--- src/rtl/snn_io_ctrl.sv ---
// Loads a packed UART image into the 1-bit input RAM, runs snn_core, returns the digit over UART.
// Byte -> 8 RAM writes on the next 8 cycles; a single pending byte is buffered during unpack, others drop and set overrun.
module snn_io_ctrl #(
    parameter int NUM_BYTES = 98,
    parameter int ADDR_W    = 10,
    parameter int ASCII_OUT = 1
) (
    input  logic              clk,
    input  logic              rst_n,
    input  logic              rx_rdy,
    input  logic [7:0]        rx_data,
    output logic              ram_we,
    output logic [ADDR_W-1:0] ram_addr,
    output logic              ram_d,
    input  logic [ADDR_W-1:0] core_addr,
    output logic              core_start,
    input  logic              core_done,
    input  logic [3:0]        core_digit,
    input  logic              tx_rdy,
    output logic              tx_start,
    output logic [7:0]        tx_data,
    output logic [7:0]        led,
    output logic              busy,
    output logic              overrun
);

    localparam int BCW = $clog2(NUM_BYTES + 1);

    typedef enum logic [2:0] {
        LOAD   = 3'd0,
        UNPACK = 3'd1,
        START  = 3'd2,
        CORE   = 3'd3,
        SEND   = 3'd4
    } state_t;

    state_t            state;
    state_t            state_nxt;
    logic [BCW-1:0]    byte_cnt;
    logic [2:0]        bit_cnt;
    logic [7:0]        shift_dat;
    logic [7:0]        pend_dat;
    logic              pend_vld;
    logic [ADDR_W-1:0] last_addr;
    logic [ADDR_W-1:0] wr_addr;
    logic              take_byte;
    logic              last_byte;
    logic [7:0]        digit_byte;

    assign take_byte  = (state == LOAD) && (pend_vld || rx_rdy);
    assign last_byte  = (byte_cnt == BCW'(NUM_BYTES - 1));
    // {byte_cnt, bit_cnt} is byte_cnt*8 + bit_cnt; the cast truncates or extends to the RAM width
    assign wr_addr    = ADDR_W'({byte_cnt, bit_cnt});
    assign digit_byte = (ASCII_OUT != 0) ? (8'h30 + {4'h0, core_digit}) : {4'h0, core_digit};

    always_ff @(posedge clk or negedge rst_n) begin
        if (!rst_n) begin
            state <= LOAD;
        end else begin
            state <= state_nxt;
        end
    end

    always_comb begin
        state_nxt = state;
        case (state)
            LOAD:    if (take_byte) state_nxt = UNPACK;
            UNPACK:  if (bit_cnt == 3'd7) state_nxt = last_byte ? START : LOAD;
            START:   state_nxt = CORE;
            CORE:    if (core_done) state_nxt = SEND;
            SEND:    if (tx_rdy) state_nxt = LOAD;
            default: state_nxt = LOAD;
        endcase
    end

    always_comb begin
        ram_we     = 1'b0;
        ram_addr   = last_addr;
        ram_d      = 1'b0;
        core_start = 1'b0;
        busy       = (state != LOAD);
        case (state)
            UNPACK: begin
                ram_we   = 1'b1;
                ram_addr = wr_addr;
                ram_d    = shift_dat[bit_cnt];
            end
            START:   core_start = 1'b1;
            CORE:    ram_addr = core_addr;
            default: ;
        endcase
    end

    always_ff @(posedge clk or negedge rst_n) begin
        if (!rst_n) begin
            byte_cnt  <= '0;
            bit_cnt   <= '0;
            shift_dat <= '0;
            pend_dat  <= '0;
            pend_vld  <= 1'b0;
            last_addr <= '0;
            overrun   <= 1'b0;
            led       <= '0;
            tx_data   <= '0;
            tx_start  <= 1'b0;
        end else begin
            tx_start <= 1'b0;
            case (state)
                LOAD: begin
                    // a buffered byte goes first; a coincident new byte takes its slot
                    if (pend_vld) begin
                        shift_dat <= pend_dat;
                        pend_vld  <= rx_rdy;
                        if (rx_rdy) pend_dat <= rx_data;
                    end else if (rx_rdy) begin
                        shift_dat <= rx_data;
                    end
                end
                UNPACK: begin
                    last_addr <= wr_addr;
                    bit_cnt   <= bit_cnt + 3'd1;
                    if (bit_cnt == 3'd7) byte_cnt <= byte_cnt + BCW'(1);
                    if (rx_rdy) begin
                        if (pend_vld) begin
                            overrun <= 1'b1;
                        end else begin
                            pend_vld <= 1'b1;
                            pend_dat <= rx_data;
                        end
                    end
                end
                START: begin
                    byte_cnt <= '0;
                    if (rx_rdy) overrun <= 1'b1;
                end
                CORE: begin
                    if (rx_rdy) overrun <= 1'b1;
                    if (core_done) begin
                        led     <= {4'h0, core_digit};
                        tx_data <= digit_byte;
                    end
                end
                SEND: begin
                    if (rx_rdy) overrun <= 1'b1;
                    if (tx_rdy) tx_start <= 1'b1;
                end
                default: ;
            endcase
        end
    end

endmodule

--- config.mk ---
export PLATFORM = sky130hd
export DESIGN_NAME = snn_io_ctrl
export DESIGN_NICKNAME = d
export VERILOG_FILES = /design/src/rtl/snn_io_ctrl.sv
export SDC_FILE = /design/constraint.sdc
export NUM_CORES = 1
export LEC_CHECK = 0
export ABC_CLOCK_PERIOD_IN_PS = 2940
export BUFFER_PORTS_ARGS = -buffer_cell sky130_fd_sc_hd__buf_2
export CORE_UTILIZATION = 58
export DETAILED_ROUTE_END_ITERATION = 8
export GPL_TIMING_DRIVEN = 0
export HOLD_SLACK_MARGIN = 0.05
export PLACE_DENSITY = 0.85
export SYNTH_ARGS = -nofsm -noshare
export SYNTH_HDL_FRONTEND = slang
export SYNTH_SLANG_ARGS = --single-unit
--- constraint.sdc ---
create_clock -name clk -period 2.94 [get_ports clk]
set_input_delay 0.294 -clock clk [delete_from_list [all_inputs] [get_ports clk]]
set_output_delay 0.294 -clock clk [all_outputs]
set_load 0.01 [all_outputs]
==> results of run 1 <==
## routing by layer
| metal | share of wire, % | up-vias | wire length, µm | GRT usage (%) |
|---|---|---|---|---|
| met5 | 0 | - | 0 | 0 |
| met3 | 6.2 | 7 | 299 | 5.000 |
| li1 | - | 850 | - | - |
| met2 | 50 | 67 | 2403 | 41.09 |
| met1 | 43 | 850 | 2052 | 30.61 |
| met4 | 1.3 | 0 | 65 | 7.813 |
## registers in the layout, summed over array words and instances (netlist names)
| register | flops |
|---|---|
| shift_dat | 8 |
| pend_vld | 1 |
| pend_dat | 8 |
| byte_cnt | 7 |
| overrun | 1 |
| led | 3 |
| tx_data | 2 |
| bit_cnt | 3 |
| tx_start | 1 |
| state | 3 |
| last_addr | 10 |
## metrics by stage
step | cell area [µm²] | util [%] | hold WS [ps] | std cells | setup slack, ps
2_1_floorplan | 2531 | - | -1.591 | 214 | 1300
3_3_place_gp | 2854 | 69.84 | 450.3 | 316 | 1159
3_5_place_dp | 2854 | 69.84 | 452.4 | 316 | 1092
4_1_cts | 2942 | 71.98 | 200.2 | 323 | 817.8
5_1_grt | 2942 | 71.98 | 207.9 | 323 | 731.2
6_report | 2942 | 71.98 | 163.3 | 323 | 811.1
## worst reg2reg max path: stages, from the launching register on
cell and delay [ps]:
dfrtp_1 520, ha_1 210, ha_1 240, nand4bb_4 150
buf_2 210, o31ai_1 370, a21oi_2 80
## cells by family (layout without fill, tap and decap cells)
kind of cell               count (synthesis)  in the layout  share of synthesized area [%]
AOI/OAI and AO/OA                         29             29                          6.375
muxes                                     54             54                          25.15
and+or+nand+nor                           47             47                          12.25
buffers and inverters                     25             84                          6.573
other                                      1              6                         0.1493
xor gates and xnor gates                   2              2                         0.6973
DFF                                       47             47                          46.81
adders and majority gates                  4              4                          1.992
## synth_stat cells
library cell  number  area (µm²)
a21oi_2            1       8.760
mux2_4             7       105.1
dfrtp_1           47        1176
nand4bb_4          1       27.53
o22ai_1            1       6.260
mux2_2            35       394.1
buf_4             11       82.58
a21o_1             1       7.510
buf_6              2       22.52
nand2b_1           3       18.77
xor2_1             2       17.52
nand3_2            1       10.01
or3_4              1       11.26
or3_1              4       25.02
nand2_1           14       52.55
nor4bb_1           1       10.01
nand4b_1           1       8.760
inv_1              5       18.77
buf_2              3       15.01
mux4_2             1       22.52
nor2_1             8       30.03
nor3_1             1       5.000
nor2_8             1       20.02
nand3_1            5       25.02
and4b_1            1       10.01
a31oi_1            2       12.51
a21boi_0           1       7.510
a21oi_1            5       25.02
clkbuf_1           3       11.26
or3b_2             2       17.52
nor4_1             1       6.260
mux2i_1           11       110.1
o31ai_1            1       7.510
nor3b_4            1       18.77
o21ai_0           17       85.08
ha_1               4       50.05
or4_4              1       11.26
conb_1             1       3.750
buf_8              1       15.01
## power by group through the flow
stage	Sequential [mW]	Combinational [mW]	Clock, mW
6_report	1.06	1.12	0.393
5_1_grt	1.09	1.25	0.424
2_1_floorplan	1.01	0.876	0
3_5_place_dp	1.08	1.13	0
4_1_cts	1.06	1.13	0.401
3_3_place_gp	1.05	1.09	0
## final timing paths
| path | start | to | slack, ps | depth (start not counted) |
|---|---|---|---|---|
| worst max-delay path | state[1] | core_start | 810 | 4 |
| min in group clk | tx_rdy | state[2] | 200 | 2 |
| worst min-delay path | rst_n | led[2] | 160 | 1 |
| worst min register to register | overrun | overrun | 470 | 1 |
| worst max register to register | bit_cnt[1] | byte_cnt[5] | 1050 | 6 |
| max in group asynchronous | rst_n | last_addr[3] | 2140 | 1 |
## layout by cell type (no fill, tap or decap), types with 4 or more instances in the layout
master    count
mux2_4        7
nand2_1      14
buf_4        11
nor2_1        8
mux2i_1      11
a21oi_1       5
or3_1         4
buf_2        55
ha_1          4
clkbuf_8      6
dfrtp_1      47
inv_1         5
nand3_1       5
conb_1        6
o21ai_0      17
mux2_2       35
## area by class of cell
type | instances | share of cell area (%)
plain buffers | 20 | 4.977
clock buffers | 6 | 2.807
clock inverters | 1 | 0.1701
inverters | 5 | 0.6380
multi-input cells | 142 | 40.45
flip-flops and latches | 47 | 39.98
well taps | 50 | 2.127
repair buffers | 52 | 8.847
==> summary.txt, run 1 <==
Run status
  – Run status: completed

CTS
  – Clk Latency, worst-skew pair: roughly 300 ps
  – CTS tree: yes
  – Clock buffer depth: 2
  – Post-CTS sizing: 0
  – # Post-CTS Setup Buffers: 0
  – CTS Sinks: 47
  – CTS clock-pin slew for the worst setup and hold paths: roughly 90 ps
  – H-Tree Depth: 2
  – Root Buffer: clkbuf_8
  – # hold bufs at CTS: 0
  – CTS buffer count: 5

Worst setup path
  – Crit end category: primary output
  – Slowest Stage Delay on Critical Path: roughly 530 ps
  – Crit path buffers/inverters: 3
  – Critical path arrival: about 1800 ps
  – CP required: about 2700 ps
  – CP cell instances: buf_2, or3b_2, inv_1, buf_2
  – Slowest cell on crit path: or3b_2
  – CP most frequent cell: buf_2
  – Worst Path Max Fanout: 10
  – Startpoint Class: flip-flop
  – Critical path class: reg -> out
  – Cell family with most CP delay: buffers and inverters

Floorplan
  – Chip height: roughly 68 µm
  – Site Rows: 23
  – Die width: between 60 and 70 µm
  – Die area: about 0.0046 mm²
  – CORE AREA: about 0.0041 mm²
  – Initial Util: 61.48%
  – I/O pins: 59

Route
  – Via density: 5.492
  – Initial drt markers: 91
  – Post-Route WL: approximately 4800 µm
  – Final ANT Viol Nets: 0
  – Detailed Routing Iterations Pass 1: 4
  – Post-route DRC: 0
  – Via count: 1,774
  – Post-DR wirelength/cell: between 10 and 15 µm

Power and ir drop
  – Sequential power share: 41.3%
  – Logic pwr share: between 40% and 50%
  – VDD IR max: 0.0005165 V
  – Net switching power: about 0.9 mW
  – Pwr/cell area: 875.9 mW/mm²
  – Cell Int Power: 1.681 mW
  – Switching part of the total: between 30% and 40%
  – Clock power share: about 15%
  – Leak Pwr: approximately 1.4 nW
  – Total Power: around 2.6 mW

STA
  – Setup TNS: 0 ps
  – Endpoints failing hold: 0
  – Final setup viols: 0
  – Min cycle time layout: 2129 ps
  – RSZ-0062 raised after global routing: no
  – Slew HR: roughly a third
  – Part of the cycle the worst path needs: between 70% and 80%
  – Peak Freq: between 400 and 500 MHz
  – Worst Skew: between 7 and 8 ps
  – Final slew viol count: 0
  – Worst-Margin Slew: slightly above 1000 ps

Cells and area
  – Footprint of the multi-input gates: between 0.001 and 0.0015 mm²
  – Nets: a little over 300
  – Layout area overhead: 17.08%
  – Share of cells above drive strength 1: about 47%
  – Fill cells: between 300 and 400
  – N_diodes: 0
  – Reg area: roughly 0.0012 mm²

Logic synthesis
  – Distinct cells, synth: 39
  – Post-synthesis instance area: 0.002512 mm²
  – Syn. warnings: 0
  – Cells after Synth: approximately 210
  – Register bit total from synthesis: 47
  – Mean Syn Cell Area: about 12 µm²
  – Sequential area share after synthesis: between 40 and 50%

GRT
  – Total gr overflow: 0
  – Vias in the first global route: approximately 1,700
  – Global Route Usage Sum: approximately a quarter
  – Global-route wire length before repair: between 7000 and 8000 µm
  – Initial antenna violation count: 0
  – Largest net degree at the start of global routing: 48

Placed design
  – I/O Buffers: between 50 and 60
  – DP HPWL: 3407 µm
  – GP Congestion: around 0.87

Job
  – Max cap viols: 0

Worst hold path
  – Hold Path Class: in -> async
(Power assumes the default switching activity.)
==> run 2, diff against run 1 <==
==> config.mk (replaced) <==
export PLATFORM = sky130hd
export DESIGN_NAME = snn_io_ctrl
export DESIGN_NICKNAME = d
export VERILOG_FILES = /design/src/rtl/snn_io_ctrl.sv
export SDC_FILE = /design/constraint.sdc
export NUM_CORES = 1
export LEC_CHECK = 0
export ABC_CLOCK_PERIOD_IN_PS = 1800
export BUFFER_PORTS_ARGS = -buffer_cell sky130_fd_sc_hd__buf_2
export CORE_UTILIZATION = 48
export DETAILED_ROUTE_END_ITERATION = 8
export GPL_TIMING_DRIVEN = 0
export HOLD_SLACK_MARGIN = 0.05
export PLACE_DENSITY = 0.75
export SYNTH_ARGS = -nofsm -noshare
export SYNTH_HDL_FRONTEND = slang
export SYNTH_SLANG_ARGS = --single-unit
==> constraint.sdc (replaced) <==
create_clock -name clk -period 1.8 [get_ports clk]
set_input_delay 0.18 -clock clk [delete_from_list [all_inputs] [get_ports clk]]
set_output_delay 0.18 -clock clk [all_outputs]
set_load 0.01 [all_outputs]
==> run 2 against run 1 <==
Effect of this change: clock-buffer cell count grew 1; clock power grew 71%; wire length grew 1.0%; register-to-register slack lost 960 ps; largest power group unchanged.
==> summary.txt, run 2 (synthesis results as in run 1) <==
Worst setup path
  – Slowest cell on crit path: mux4_2
  – Cell family with most CP delay: multiplexers
  – Critical path class: reg -> out
  – Startpoint Class: flip-flop
  – Critical path origin: bit_cnt[1]
  – RR Startpoint: bit_cnt[0]
  – Slowest Stage Delay on Critical Path: 510 ps
  – WP depth: 4
  – Critical path arrival: roughly 1600 ps
  – Worst Path Max Fanout: 7
  – Crit path buffers/inverters: 1
  – Path depth of the worst reg2reg path: 5
  – Crit end category: primary output
  – CP required: roughly 1600 ps
  – CP cell instances: mux4_2, nor2_1, nor4_1, buf_2
  – Reg2reg end: byte_cnt[5]
  – R2R Setup Slk: 90 ps

STA
  – Final setup viols: 0
  – Min cycle time layout: 1732 ps
  – RSZ-0062 raised after global routing: yes
  – Setup TNS: 0 ps
  – Endpoints failing hold: 0
  – Worst Skew: approximately 12 ps
  – Hold WS: about 44 ps
  – Part of the cycle the worst path needs: a little under 100%
  – Worst-Margin Slew: 1028 ps
  – Worst Slack Setup Final: around 68 ps
  – Final slew viol count: 0
  – Slew HR: 31.48%
  – Peak Freq: 577.2 MHz

Cells and area
  – Most common cell after layout, fill and taps aside: buf_2
  – Nets: just over 300
  – Most frequent cells in the layout: buf_2, dfrtp_1, mux2_2
  – Share of cells above drive strength 1: between 40% and 50%
  – Max reg flops: 10
  – Reg area: between 0.001 and 0.0015 mm²
  – Fill cells: 409
  – Largest Register: last_addr
  – Largest registers: last_addr (10), pend_dat (8), shift_dat (8)
  – Final Util: between 60 and 70%
  – Layout area overhead: 20.42%
  – N_diodes: 0
  – Footprint of the multi-input gates: 0.001205 mm²

Power and ir drop
  – Net switching power: approximately 1.5 mW
  – VDD IR max: between 0.0006 and 0.0007 V
  – Logic pwr share: roughly 44%
  – Leak Pwr: between 1 and 1.5 nW
  – Cell Int Power: about 2.8 mW
  – Sequential power share: between 40% and 50%
  – Total Power: approximately 4.3 mW
  – Switching part of the total: 34.74%
  – Clock power share: between 15 and 20%
  – Pwr/cell area: about 1400 mW/mm²

CTS
  – CTS clock-pin slew for the worst setup and hold paths: 90 ps
  – H-Tree Depth: 2
  – # hold bufs at CTS: 0
  – CTS Sinks: 47
  – CTS tree: yes
  – CTS buffer count: 5
  – Clk Latency, worst-skew pair: 300 ps
  – Clock buffer depth: 2
  – Root Buffer: clkbuf_8

Floorplan
  – Chip height: between 70 and 80 µm
  – I/O pins: a little under 60
  – Initial Util: 51.49%
  – Die area: ~0.0055 mm²
  – Die width: around 74 µm
  – Site Rows: 25
  – CORE AREA: 0.004880 mm²

Placed design
  – GP Congestion: roughly 0.78
  – I/O Buffers: 52
  – DP HPWL: about 3400 µm
  – Pre-CTS setup slack: -28.30 ps

GRT
  – Vias in the first global route: between 1,500 and 2,000
  – Global-route wire length before repair: roughly 8000 µm
  – Largest net degree at the start of global routing: 48
  – Total gr overflow: 0
  – Initial antenna violation count: 0
  – Global Route Usage Sum: 19.37%

Route
  – Post-Route WL: a little under 5000 µm
  – Post-route DRC: 0
  – Via count: between 1,500 and 2,000
  – Via density: just over 5
  – Post-DR wirelength/cell: 14.15 µm
  – Detailed Routing Iterations Pass 1: 5
  – Initial drt markers: 113
  – Final ANT Viol Nets: 0

Run status
  – Run status: completed

Worst hold path
  – Hold Path Class: in -> async

Job
  – Max cap viols: 0
## run 2: timing repair
action,CTS,global route
gates cloned,0,0
pin swaps,1,1
resized for setup,8,7
buffers inserted,2,1
setup endpoints to repair,16,14
## run 2: how the worst max path moves through the flow
stage | slack [ps] | endpoint
3_5_place_dp | -30 | byte_cnt[5]
6_report | 70 | ram_d
2_1_floorplan | 160 | byte_cnt[5]
3_3_place_gp | 10 | byte_cnt[5]
5_1_grt | -6 | ram_d
4_1_cts | 8 | ram_addr[9]
## run 2: cell type report
type,instances,share of cell area (%)
flip-flops and latches,47,39.00
repair buffers,55,9.347
clock inverters,1,0.2895
inverters,5,0.6203
clock buffers,7,2.854
plain buffers,20,5.294
well taps,67,2.771
multi-input cells,142,39.83
## run 2: worst reg2reg max path, cell delays in order, from the launching register on
cell and delay (ps):
dfrtp_2 450, ha_1 210, ha_4 170, nand4bb_4 130
or4_4 530, a21oi_2 150
## run 2: power groups by stage
| stage | Sequential (mW) | Clock [mW] | Combinational [mW] |
|---|---|---|---|
| final | 1.75 | 0.673 | 1.91 |
| after global routing | 1.81 | 0.727 | 2.11 |
| after CTS | 1.74 | 0.689 | 1.87 |
| after detailed placement | 1.75 | 0 | 1.84 |
| after global placement | 1.74 | 0 | 1.80 |
| after floorplan | 1.65 | 0 | 1.43 |
## run 2: layer usage
layer  track usage [%]  wire (µm)  share of wire, %
met4             8.595         99               2.0
met1             25.31       2302                47
met3             4.472        193               4.0
met5                 0          0                 0
met2             31.01       2272                47
## run 2: stage by stage
stage	instances	cell area, µm²
2_1_floorplan	214	2531
3_3_place_gp	333	2875
3_5_place_dp	333	2875
4_1_cts	343	2998
5_1_grt	344	3025
6_report	344	3025
==> run 3, diff against run 2 <==
--- a/config.mk
+++ b/config.mk
@@ -7,8 +7,10 @@
 export LEC_CHECK = 0
 export ABC_CLOCK_PERIOD_IN_PS = 1800
 export BUFFER_PORTS_ARGS = -buffer_cell sky130_fd_sc_hd__buf_2
+export CORE_ASPECT_RATIO = 0.5
 export CORE_UTILIZATION = 48
 export DETAILED_ROUTE_END_ITERATION = 8
+export GPL_ROUTABILITY_DRIVEN = 0
 export GPL_TIMING_DRIVEN = 0
 export HOLD_SLACK_MARGIN = 0.05
 export PLACE_DENSITY = 0.75
==> run 3 against run 2 <==
Effect of this change: combinational power about the same; maximum frequency up 2.0%; sequential share of layout area down 0.46 points; largest power group unchanged; highest routed layer unchanged.
==> summary.txt, run 3 (synthesis results as in run 1) <==
Job
  – Max cap viols: 0

Worst setup path
  – Critical path arrival: approximately 1500 ps
  – Slowest Stage Delay on Critical Path: 440 ps
  – Worst Path Max Fanout: 5
  – Critical path class: reg -> out
  – CP required: 1620 ps
  – Crit path buffers/inverters: 2
  – Startpoint Class: flip-flop
  – Crit end category: primary output
  – Cell family with most CP delay: flip-flops
  – Slowest cell on crit path: dfrtp_2
  – CP cell instances: buf_4, mux2_2, o22ai_1, nor4_1, buf_2

CTS
  – CTS clock-pin slew for the worst setup and hold paths: ~100 ps
  – H-Tree Depth: 2
  – CTS tree: yes
  – Root Buffer: clkbuf_8
  – Clock buffer depth: 2
  – # hold bufs at CTS: 0
  – Clk Latency, worst-skew pair: between 300 and 400 ps
  – CTS buffer count: 5
  – CTS Sinks: 47

Power and ir drop
  – VDD IR max: roughly 0.00069 V
  – Pwr/cell area: approximately 1500 mW/mm²
  – Leak Pwr: around 1.5 nW

Cells and area
  – Nets: slightly above 300
  – N_diodes: 0
  – Share of cells above drive strength 1: between 50% and 60%
  – Most frequent cells in the layout: buf_2, dfrtp_1, mux2_2
  – Largest Register: last_addr
  – Post-route insts no fill: between 300 and 400
  – Fill cells: between 300 and 400
  – Layout area overhead: 21.86%
  – Most common cell after layout, fill and taps aside: buf_2
  – Max reg flops: 10
  – Largest registers: last_addr (10), pend_dat (8), shift_dat (8)

Placed design
  – I/O Buffers: 52
  – DP HPWL: ~3500 µm
  – Pre-CTS setup slack: -86.31 ps
  – Placed cell count: roughly 340

STA
  – Endpoints failing hold: 0
  – Peak Freq: between 500 and 600 MHz
  – Setup TNS: 0 ps
  – Worst Slack Setup Final: just over 100 ps
  – Slew HR: a little under a third
  – RSZ-0062 raised after global routing: yes
  – Worst-Margin Slew: ~1000 ps
  – Final setup viols: 0
  – Worst Skew: between 15 and 20 ps
  – Final slew viol count: 0
  – Part of the cycle the worst path needs: between 90% and 100%
  – Min cycle time layout: 1698 ps
  – Hold WS: between 40 and 50 ps

Floorplan
  – Chip height: approximately 53 µm
  – Die width: roughly 100 µm
  – I/O pins: 59
  – Initial Util: 50.48%
  – Die area: 0.005545 mm²
  – CORE AREA: 0.004977 mm²
  – Site Rows: 18

GRT
  – Global-route wire length before repair: 8142 µm
  – Initial antenna violation count: 0
  – Global Route Usage Sum: just under 20%
  – Largest net degree at the start of global routing: 48
  – Total gr overflow: 0
  – Vias in the first global route: 1,731

Route
  – Detailed Routing Iterations Pass 1: 4
  – Post-route DRC: 0
  – Final ANT Viol Nets: 0
  – Via count: around 1,800
  – Initial drt markers: 42
  – Post-Route WL: 4998 µm
  – Via density: ~5.2
  – Post-DR wirelength/cell: ~14 µm

Run status
  – Run status: completed

Worst hold path
  – Hold Path Class: in -> async
-- run 3: cell types whose count changed in the layout (fill, tap and decap cells not counted) --
| cell | before | now |
|---|---|---|
| bufinv_16 | 0 | 1 |
| ha_4 | 1 | 0 |
| nor3_1 | 1 | 0 |
| buf_2 | 52 | 53 |
| clkinv_4 | 1 | 0 |
| nor3_4 | 0 | 1 |
| clkinv_2 | 0 | 1 |
| buf_6 | 3 | 2 |
| ha_2 | 0 | 1 |
| clkbuf_1 | 2 | 1 |
| buf_8 | 1 | 2 |
-- run 3: metal layers --
metal  vias to the layer above  GRT usage, %  part of all wire [%]
li1                        858             -                     -
met3                         6         4.926                   4.5
met1                       891         23.08                    44
met4                         0         7.619                  0.92
met5                         -             0                     0
met2                        45         34.55                    50
-- run 3: what timing repair did --
item / in CTS / in global routing
endpoints found under the setup margin: 16 / 12
setup buffers: 2 / 2
gates resized for setup: 10 / 4
pin swaps: 1 / 0
-- run 3: worst paths after layout --
path                            slack (ps)            to  cells after the start       start
max in group asynchronous             1020    bit_cnt[1]                      1       rst_n
worst min register to register         460       overrun                      1     overrun
worst max-delay path                   100         ram_d                      5  bit_cnt[1]
min in group clk                        70      state[2]                      2      tx_rdy
worst max register to register         120   byte_cnt[5]                      5  bit_cnt[0]
worst min-delay path                    40  last_addr[5]                      1       rst_n
-- run 3: stage by stage --
step	util, %	instance area, µm²	power (mW)
after global placement	57.84	2879	3.500
final	61.51	3062	4.473
after global routing	61.51	3062	4.803
after floorplan	-	2531	3.083
after CTS	60.88	3030	4.453
after detailed placement	57.84	2879	3.593
-- run 3: worst register-to-register path, stage by stage (launching register included) --
cell	delay (ps)
dfrtp_2	440
ha_1	170
ha_2	220
nand4bb_4	130
or4_4	530
a21oi_2	130
-- run 3: final cells by class --
cell class / count / area [µm²] / area share [%]
buffer: 20 / 161.4 / 5.272
clock buffer: 6 / 82.58 / 2.697
clock inverter: 2 / 35.03 / 1.144
inverter: 5 / 18.77 / 0.6130
multi-input combinational: 142 / 1206 / 39.40
sequential: 47 / 1180 / 38.54
tap: 70 / 87.58 / 2.861
timing repair buffer: 56 / 290.3 / 9.481
-- run 3: report_power, final --
group / leakage (nW) / switching (mW) / internal, mW / total (mW)
Combinational: 0.817 / 0.852 / 1.08 / 1.93
Sequential: 0.587 / 0.300 / 1.43 / 1.73
Clock: 0.0612 / 0.368 / 0.450 / 0.818
